### config.mk
export PLATFORM = sky130hd
export DESIGN_NAME = metaball_sched
export DESIGN_NICKNAME = d
export VERILOG_FILES = /design/src/rtl/metaball_pkg.sv /design/src/rtl/metaball_sched_sat_sum.sv /design/src/rtl/metaball_sched.sv
export SDC_FILE = /design/constraint.sdc
export NUM_CORES = 1
export LEC_CHECK = 0
export CORE_MARGIN = 2
export CORE_UTILIZATION = 51
export CTS_BUF_LIST = sky130_fd_sc_hd__clkbuf_4
export CTS_CLUSTER_DIAMETER = 40
export CTS_CLUSTER_SIZE = 12
export DETAILED_ROUTE_END_ITERATION = 10
export PLACE_DENSITY_LB_ADDON = 0.05
export SYNTH_ARGS = -nofsm -noshare
export SYNTH_HDL_FRONTEND = slang
export SYNTH_SLANG_ARGS = --single-unit
export TNS_END_PERCENT = 1
### constraint.sdc
create_clock -name clk -period 7.3 [get_ports clk]
set_clock_uncertainty 0.15 [all_clocks]
set_input_delay 1.095 -clock clk [delete_from_list [all_inputs] [get_ports clk]]
set_output_delay 1.095 -clock clk [all_outputs]
set_load 0.01 [all_outputs]
### src/rtl/metaball_pkg.sv
// rtl/metaball_pkg.sv - shared fixed-point constants, types and scheduler state encoding
package metaball_pkg;

   localparam int          Q_FRAC = 15;
   localparam logic [31:0] ONE    = 32'h0000_8000;

   typedef logic [31:0] fix_t;

   typedef enum logic [2:0] {
      IDLE,
      MOVE,
      STROBE,
      ARM,
      WAIT,
      SUM,
      WRITE
   } sched_state_t;

endpackage

### src/rtl/metaball_sched_sat_sum.sv
// rtl/metaball_sched_sat_sum.sv - combinational N-input saturating adder of Q17.15 contributions
module sat_sum
   import metaball_pkg::*;
#(
   parameter int N_BALLS = 4
) (
   input  logic [N_BALLS*32-1:0] terms,
   output logic [31:0]           sum
);

   // Wide enough that the sum of N full-scale terms never wraps.
   localparam int ACC_W = 32 + $clog2(N_BALLS);

   logic [ACC_W-1:0] acc;
   fix_t             term;

   // Accumulate every term, then clamp anything above 32 bits to all-ones.
   always_comb begin
      acc  = '0;
      term = '0;
      for (int i = 0; i < N_BALLS; i++) begin
         term = terms[i*32 +: 32];
         acc  = acc + ACC_W'(term);
      end
      sum = (acc > ACC_W'(32'hFFFF_FFFF)) ? 32'hFFFF_FFFF : acc[31:0];
   end

endmodule

### src/rtl/metaball_sched.sv
// rtl/metaball_sched.sv - frame scheduler for the metaball datapath; optional watchdog via METABALL_SCHED_WATCHDOG_EN
module metaball_sched
   import metaball_pkg::*;
#(
   parameter int          N_BALLS = 4,
   parameter int          DISP_W  = 32,
   parameter int          DISP_H  = 64,
   parameter logic [31:0] THRESH  = ONE,
   parameter int          TIMEOUT = 255
) (
   input  logic                             clk,
   input  logic                             rst_n,
   input  logic                             frame_tick,
   output logic                             mov_en,
   output logic                             px_stb,
   output logic [31:0]                      p_x,
   output logic [31:0]                      p_y,
   input  logic [N_BALLS-1:0]               ball_vld,
   input  logic [N_BALLS*32-1:0]            ball_out,
   output logic                             fb_we,
   input  logic                             fb_rdy,
   output logic [$clog2(DISP_W*DISP_H)-1:0] fb_addr,
   output logic [31:0]                      fb_data,
   output logic                             fb_on,
   output logic                             busy,
   output logic                             frame_done,
   output logic                             overrun
`ifdef METABALL_SCHED_WATCHDOG_EN
   ,
   output logic                             wd_err
`endif
);

   localparam int AW = $clog2(DISP_W*DISP_H);
   localparam int CW = $clog2(DISP_W);
   localparam int RW = $clog2(DISP_H);

   localparam logic [2:0] S_IDLE   = IDLE;
   localparam logic [2:0] S_MOVE   = MOVE;
   localparam logic [2:0] S_STROBE = STROBE;
   localparam logic [2:0] S_ARM    = ARM;
   localparam logic [2:0] S_WAIT   = WAIT;
   localparam logic [2:0] S_SUM    = SUM;
   localparam logic [2:0] S_WRITE  = WRITE;

   logic [2:0]    state;
   logic [CW-1:0] col;
   logic [RW-1:0] row;
   logic          pending;
   logic          last_col;
   logic          last_row;
   fix_t          sum;

`ifdef METABALL_SCHED_WATCHDOG_EN
   localparam int TW = $clog2(TIMEOUT + 1);
   logic [TW-1:0] wd_cnt;
   logic          wd_force;
`endif

   sat_sum #(
      .N_BALLS(N_BALLS)
   ) u_sat_sum (
      .terms(ball_out),
      .sum  (sum)
   );

   assign last_col = (col == CW'(DISP_W - 1));
   assign last_row = (row == RW'(DISP_H - 1));

   assign mov_en  = (state == S_MOVE);
   assign px_stb  = (state == S_STROBE);
   assign fb_we   = (state == S_WRITE);
   assign busy    = (state != S_IDLE);
   assign p_x     = 32'(col) << Q_FRAC;
   assign p_y     = 32'(row) << Q_FRAC;
   assign fb_addr = AW'(row) * AW'(DISP_W) + AW'(col);

   // Tick bookkeeping: a busy-time tick is remembered once, a second one is counted as overrun.
   always_ff @(posedge clk or negedge rst_n) begin
      if (!rst_n) begin
         pending <= 1'b0;
         overrun <= 1'b0;
      end else if (state == S_IDLE) begin
         pending <= 1'b0;
      end else if (frame_tick) begin
         if (!pending) pending <= 1'b1;
         else          overrun <= 1'b1;
      end
   end

   // Per-pixel sequencer: strobe, skip the stale-valid cycle, wait for all balls, sum, write.
   always_ff @(posedge clk or negedge rst_n) begin
      if (!rst_n) begin
         state      <= S_IDLE;
         col        <= '0;
         row        <= '0;
         fb_data    <= '0;
         fb_on      <= 1'b0;
         frame_done <= 1'b0;
`ifdef METABALL_SCHED_WATCHDOG_EN
         wd_cnt     <= '0;
         wd_force   <= 1'b0;
         wd_err     <= 1'b0;
`endif
      end else begin
         frame_done <= 1'b0;
         case (state)
            S_IDLE: begin
               if (frame_tick || pending) state <= S_MOVE;
            end
            S_MOVE: begin
               col   <= '0;
               row   <= '0;
               state <= S_STROBE;
            end
            S_STROBE: state <= S_ARM;
            S_ARM:    state <= S_WAIT;
            S_WAIT: begin
`ifdef METABALL_SCHED_WATCHDOG_EN
               if (&ball_vld) begin
                  wd_cnt <= '0;
                  state  <= S_SUM;
               end else if (wd_cnt == TW'(TIMEOUT - 1)) begin
                  wd_cnt   <= '0;
                  wd_force <= 1'b1;
                  wd_err   <= 1'b1;
                  state    <= S_SUM;
               end else begin
                  wd_cnt <= wd_cnt + TW'(1);
               end
`else
               if (&ball_vld) state <= S_SUM;
`endif
            end
            S_SUM: begin
`ifdef METABALL_SCHED_WATCHDOG_EN
               fb_data  <= wd_force ? 32'h0 : sum;
               fb_on    <= wd_force ? 1'b0 : (sum >= THRESH);
               wd_force <= 1'b0;
`else
               fb_data <= sum;
               fb_on   <= (sum >= THRESH);
`endif
               state <= S_WRITE;
            end
            S_WRITE: begin
               if (fb_rdy) begin
                  if (last_col && last_row) begin
                     frame_done <= 1'b1;
                     state      <= S_IDLE;
                  end else if (last_col) begin
                     col   <= '0;
                     row   <= row + RW'(1);
                     state <= S_STROBE;
                  end else begin
                     col   <= col + CW'(1);
                     state <= S_STROBE;
                  end
               end
            end
            default: state <= S_IDLE;
         endcase
      end
   end

endmodule

==> results of run 1 <==
==> power by group <==
group	total, mW	internal (mW)	switching [mW]
registers	0.432	0.367	0.0650
logic	1.62	0.739	0.882
clock network	0.125	0.0360	0.0888
==> flip-flops by register name (all words and copies together), names as in the netlist <==
name        flops
overrun         1
row             6
state           3
pending         1
fb_data        32
frame_done      1
fb_on           1
col             5
==> worst max-delay path by stage <==
stage / slack, ns / startpoint / endpoint
after detailed placement: 0.32 / ball_out[32] / fb_on$_DFFE_PN0P_
after floorplan: 1.37 / ball_out[0] / fb_data[1]$_DFFE_PN0P_
final: 0.71 / ball_out[32] / fb_on$_DFFE_PN0P_
after global routing: 0.30 / ball_out[0] / fb_data[29]$_DFFE_PN0P_
after global placement: 0.45 / ball_out[32] / fb_on$_DFFE_PN0P_
after CTS: 0.71 / ball_out[32] / fb_on$_DFFE_PN0P_
==> cells in the mapped netlist, types with 4 or more instances <==
library cell	number	area [sq um]
fa_1	34	680.7
a21o_1	30	225.2
nor3_1	11	55.05
dfrtp_1	50	1251
ha_1	67	838.3
inv_1	134	503.0
or3_1	4	25.02
nand2b_1	14	87.58
o21ai_1	5	25.02
xor2_1	30	262.8
nand2_1	41	153.9
o21a_1	10	75.07
a31o_2	5	43.79
nor2_1	74	277.8
nand3_1	16	80.08
clkbuf_1	10	37.54
o21ai_0	35	175.2
and3_1	9	56.30
a21oi_1	59	295.3
a31oi_1	37	231.5
nand4_1	5	31.28
buf_4	67	503.0
o31ai_1	4	30.03
nor2b_1	8	50.05
xnor2_1	25	219.0
o21bai_1	6	45.04
==> layout make-up <==
class | instances | area, sq um
Clock buffer | 5 | 37.54
Inverter | 135 | 506.7
Fill cell | 1204 | 4464
Sequential cell | 50 | 1251
Clock inverter | 3 | 16.27
Multi-Input combinational cell | 643 | 4730
Tap cell | 176 | 220.2
Timing Repair Buffer | 197 | 1964
==> routing by layer <==
layer | GRT usage | up-vias | part of all wire
li1 | - | 3119 | -
met1 | 0.2846 | 2844 | 0.45
met2 | 0.3729 | 171 | 0.48
met3 | 0.02234 | 17 | 0.052
met5 | 0 | - | 0
met4 | 0.04191 | 0 | 0.015
==> logic make-up after synthesis <==
kind of cell	synth area share
AOI/OAI and AO/OA	0.2150
xor gates and xnor gates	0.07027
adders and majority gates	0.2216
buffers and inverters	0.1571
DFF	0.1825
muxes	0.005110
other	0.0005470
and+or+nand+nor	0.1478
==> per-stage QoR <==
| step | utilization | hold slack, ns | cell area, sq um | power (mW) | worst slack (ns) |
|---|---|---|---|---|---|
| finish | 0.6615 | 0.3450 | 8726 | 2.178 | 0.7118 |
| global route | 0.6615 | 0.3618 | 8726 | 2.393 | 0.2994 |
| CTS | 0.6615 | 0.3446 | 8726 | 2.192 | 0.7105 |
| detailed placement | 0.6575 | 0.3136 | 8672 | 2.065 | 0.3240 |
| global placement | 0.6575 | 0.3068 | 8672 | 2.044 | 0.4474 |
| floorplan | - | 0.3173 | 7051 | 1.565 | 1.370 |
==> critical path, delay by kind of cell <==
family	cells	cell delay (ns)
multiplexers	1	0.48
buffers and inverters	3	0.53
adder cells (fa/ha/maj)	4	1.27
AO/OA/AOI/OAI	11	2.19
XOR/XNOR	1	0.10
AND/OR/NAND/NOR	5	1.08
==> metrics, run 1 <==
Post-Synthesis Mean Instance Area 7.999 sq um; Detail Route Antenna Nets 0; vias in the first global route 5764; Worst Max-Slew Pin Slew 1.073 ns; CTS Buf Count 5; slowest CP cell or3b_1; TritonCTS clock tree done; CTS clk-pin slew, worst paths 0.15 ns; Max Cap Viol 0; Peak Freq 0.1518 GHz; GRT Util Overall 0.2126; element type at the critical path end register; total gr overflow 0; worst flop-to-flop path endpoint row[5]$_DFFE_PN0P_; Reg-to-Reg Start state[1]$_DFFE_PN0P_; Max Root-Sink Buffers 2; WHS Path Cells 1; Seq cells post-synth 50; PwrDens 249.6 nW/um^2; IO Port Bufs 196; min cycle time layout 6.588 ns; # clock sinks 50; Layout Nets 1269; drt wl/cell 12.66 um; Yosys cell types 73; most common flop cell mapped by yosys dfrtp_1; full die area 14390 sq um; GP Congestion 0.8940; VDD IR max 0.0001102 V; Finished Layout Cells 1209; Final TNS setup 0 ns; Via-to-Cell Ratio 5.088; cts repair resizes 0; Placed Cells 1201; leak pwr 4.196 nW; sequential area share after synthesis 0.1825; Syn-to-layout area delta 27.29%; # hold bufs at CTS 0; Hold Crit Start overrun$_DFFE_PN0P_; die height 119.9 um; R2R depth 7; fin crit share 0.9025; clock latency on the worst-skew pair 0.37 ns; Rows 42; Worst Hold Class register to register; hpwl dp 12990 um; commonest non-fill, non-tap cell in the layout clkdlybuf4s50_1; chip width 119.9 um; hold endpoint overrun$_DFFE_PN0P_; # diodes 0; htree depth 2; DRT Wirelength 15300 um; core box area 13190 sq um; Setup CP Type primary input to register; first-pass GRT wire length 25700 um; CP Data Arrival Time 6.75 ns; final slew viol count 0; startpoint types primary input; number of remaining DRC errors 0; most frequent cells in the layout clkdlybuf4s50_1, inv_1, nor2_1, ha_1, a21oi_1; largest net degree at the start of global routing 66; via count 6151; first drt pass iteration count 6; Slew HR 0.2846; Largest stage delay, worst path 0.50 ns; layout cells sized above 1 0.03872; clock root cell clkbuf_4; Cells after Synth 857; Ports 250; final setup violation count 0; initial core utilization 0.5197; number of flops mapped to enable cells by yosys 0; Post-Syn Area 6855 sq um; Reg2Reg Setup Slack 4.76 ns; synth warn 0; 1st-iter DRT viols 340; status complete, no violations; asr flop ratio synth 1.000; Critical Path RT 7.46 ns; RSZ-0062 raised after global routing no; Final Hold Vio Count 0; postcts setup bufs 0; initial antenna violation count 0; CP max FO 33
Note: power is estimated with default switching activity, not from simulation.
==> run 2: changes to the inputs <==
Settings changed: CORE_UTILIZATION 51 to 47, HOLD_SLACK_MARGIN from default to 0.02.
Clock period 7.3 ns to 7.24 ns, I/O delays scaled along.
==> metrics, run 2 (synthesis gave the netlist of run 1 again) <==
element type at the critical path end register; Via-to-Cell Ratio 4.983 (-2.1%); CP Data Arrival Time 6.74 ns (about the same); Syn-to-layout area delta 27.89%; layout cells sized above 1 0.04062 (+0.001897); clock latency on the worst-skew pair 0.36 ns (about the same); CP max FO 5 (-85%); Final Hold Vio Count 0 (unchanged); post-place setup slack 0.2989 ns (-0.02515 ns); clock root cell clkbuf_4; Regs by FF count fb_data: 32 flops, row: 6 flops, col: 5 flops; TritonCTS clock tree done; Rows 44 (+4.8%); cts repair resizes 0 (unchanged); crit path from ball_out[0]; drt wl/cell 12.62 um (-0.28%); # diodes 0 (unchanged); vias in the first global route 5526 (-4.1%); initial core utilization 0.4771 (-0.04263); most frequent cells in the layout clkdlybuf4s50_1, inv_1, nor2_1, ha_1, a21oi_1; Hold Crit Start overrun$_DFFE_PN0P_; Detail Route Antenna Nets 0 (unchanged); Largest stage delay, worst path 0.49 ns (about the same); Worst Hold Class register to register; WP buf/inv 3 (unchanged); RSZ-0062 raised after global routing no; commonest non-fill, non-tap cell in the layout clkdlybuf4s50_1; Top delay family on crit path compound AO/OA/AOI/OAI gates; GP Congestion 0.8648 (-3.3%); DRT Wirelength 15370 um (+0.46%); die height 124.8 um (+4.0%); worst flop-to-flop path endpoint row[5]$_DFFE_PN0P_; final setup violation count 0 (unchanged); final setup margin 0.6095 ns (-0.1023 ns); Slew HR 0.5753 (+0.2907); Max Cap Viol 0 (unchanged); # hold bufs at CTS 0 (unchanged); final instance area 8767 sq um (+0.47%); # clock sinks 50 (unchanged); number of remaining DRC errors 0 (unchanged); core box area 14370 sq um (+8.9%); hpwl dp 12900 um (-0.73%); IO Port Bufs 196 (unchanged); leak pwr 4.217 nW (+0.50%); Critical Path RT 7.35 ns (-0.11 ns); Finished Layout Cells 1218 (+0.74%); fin crit share 0.9158; Reg2Reg Setup Slack 4.67 ns (-0.09 ns); Placed Cells 1210 (+0.75%); Largest register FFs 32 (unchanged); most frequent CP cell a21oi_1; VDD IR max 0.00009995 V (-9.3%); full die area 15570 sq um (+8.2%); htree depth 2 (unchanged); postcts setup bufs 0 (unchanged); CTS clk-pin slew, worst paths 0.15 ns (about the same); Max Root-Sink Buffers 2 (unchanged); Peak Freq 0.1508 GHz; Ports 250 (unchanged); WHS Path Cells 1 (unchanged); first drt pass iteration count 4 (-2); status complete, no violations; slowest CP cell or3b_1; chip width 124.8 um (+4.0%); startpoint types primary input; PwrDens 254.8 nW/um^2 (+2.1%); largest net degree at the start of global routing 66 (unchanged); min cycle time layout 6.631 ns; Final TNS setup 0 ns (unchanged); hold endpoint overrun$_DFFE_PN0P_; Layout Nets 1270 (+0.079%); total gr overflow 0 (unchanged); Reg-to-Reg Start state[1]$_DFFE_PN0P_; largest register by flop count fb_data; 1st-iter DRT viols 296 (-13%); Setup CP Type primary input to register; initial antenna violation count 0 (unchanged); via count 6069 (-1.3%); Worst Max-Slew Pin Slew 0.6370 ns (-0.4361 ns); R2R depth 7 (unchanged); GRT Util Overall 0.1911 (-0.02150); first-pass GRT wire length 25360 um (-1.3%); final slew viol count 0 (unchanged); CTS Buf Count 5 (unchanged); placed cell areas 8690 sq um (+0.20%)
==> run 2: report_power, final <==
group	total (mW)	switching (mW)	internal, mW
logic	1.64	0.891	0.746
registers	0.435	0.0645	0.370
clock network	0.163	0.0911	0.0717
total	2.23	1.05	1.19
==> run 2: final cells by class <==
| cell class | instances | area (sq um) |
|---|---|---|
| Fill cell | 1342 | 5602 |
| Multi-Input combinational cell | 643 | 4730 |
| Timing Repair Buffer | 198 | 1972 |
| Sequential cell | 50 | 1251 |
| Inverter | 135 | 506.7 |
| Tap cell | 184 | 230.2 |
| Clock inverter | 3 | 40.04 |
| Clock buffer | 5 | 37.54 |
==> run 2: metrics by stage <==
step	utilization	total power, mW	hold WS (ns)
final	0.6102	2.234	0.3337
after global placement	0.6048	2.071	0.3026
after floorplan	-	1.577	0.3173
after global routing	0.6102	2.446	0.3431
after CTS	0.6102	2.249	0.3385
after detailed placement	0.6048	2.082	0.3062
==> run 2: worst reg2reg max path: stages, from the launching register on <==
cell      delay (ns)
dfrtp_1         0.47
nand2b_1        0.25
nor2_1          0.43
a21oi_1         0.08
a21oi_1         0.43
nand4_1         0.22
or3_1           0.34
a21oi_1         0.14
==> run 2: per-layer routing <==
layer	vias to the layer above	GRT usage	share of wire
met2	174	0.3192	0.46
met3	11	0.02191	0.054
met4	0	0.02974	0.0085
met5	-	0	0
met1	2750	0.2719	0.48
li1	3134	-	-
==> run 2: worst max path at each step <==
stage	end	cells after the start
floorplan	fb_data[1]$_DFFE_PN0P_	25
global placement	fb_on$_DFFE_PN0P_	26
detailed placement	fb_on$_DFFE_PN0P_	26
CTS	fb_on$_DFFE_PN0P_	26
global route	fb_on$_DFFE_PN0P_	26
finish	fb_on$_DFFE_PN0P_	26
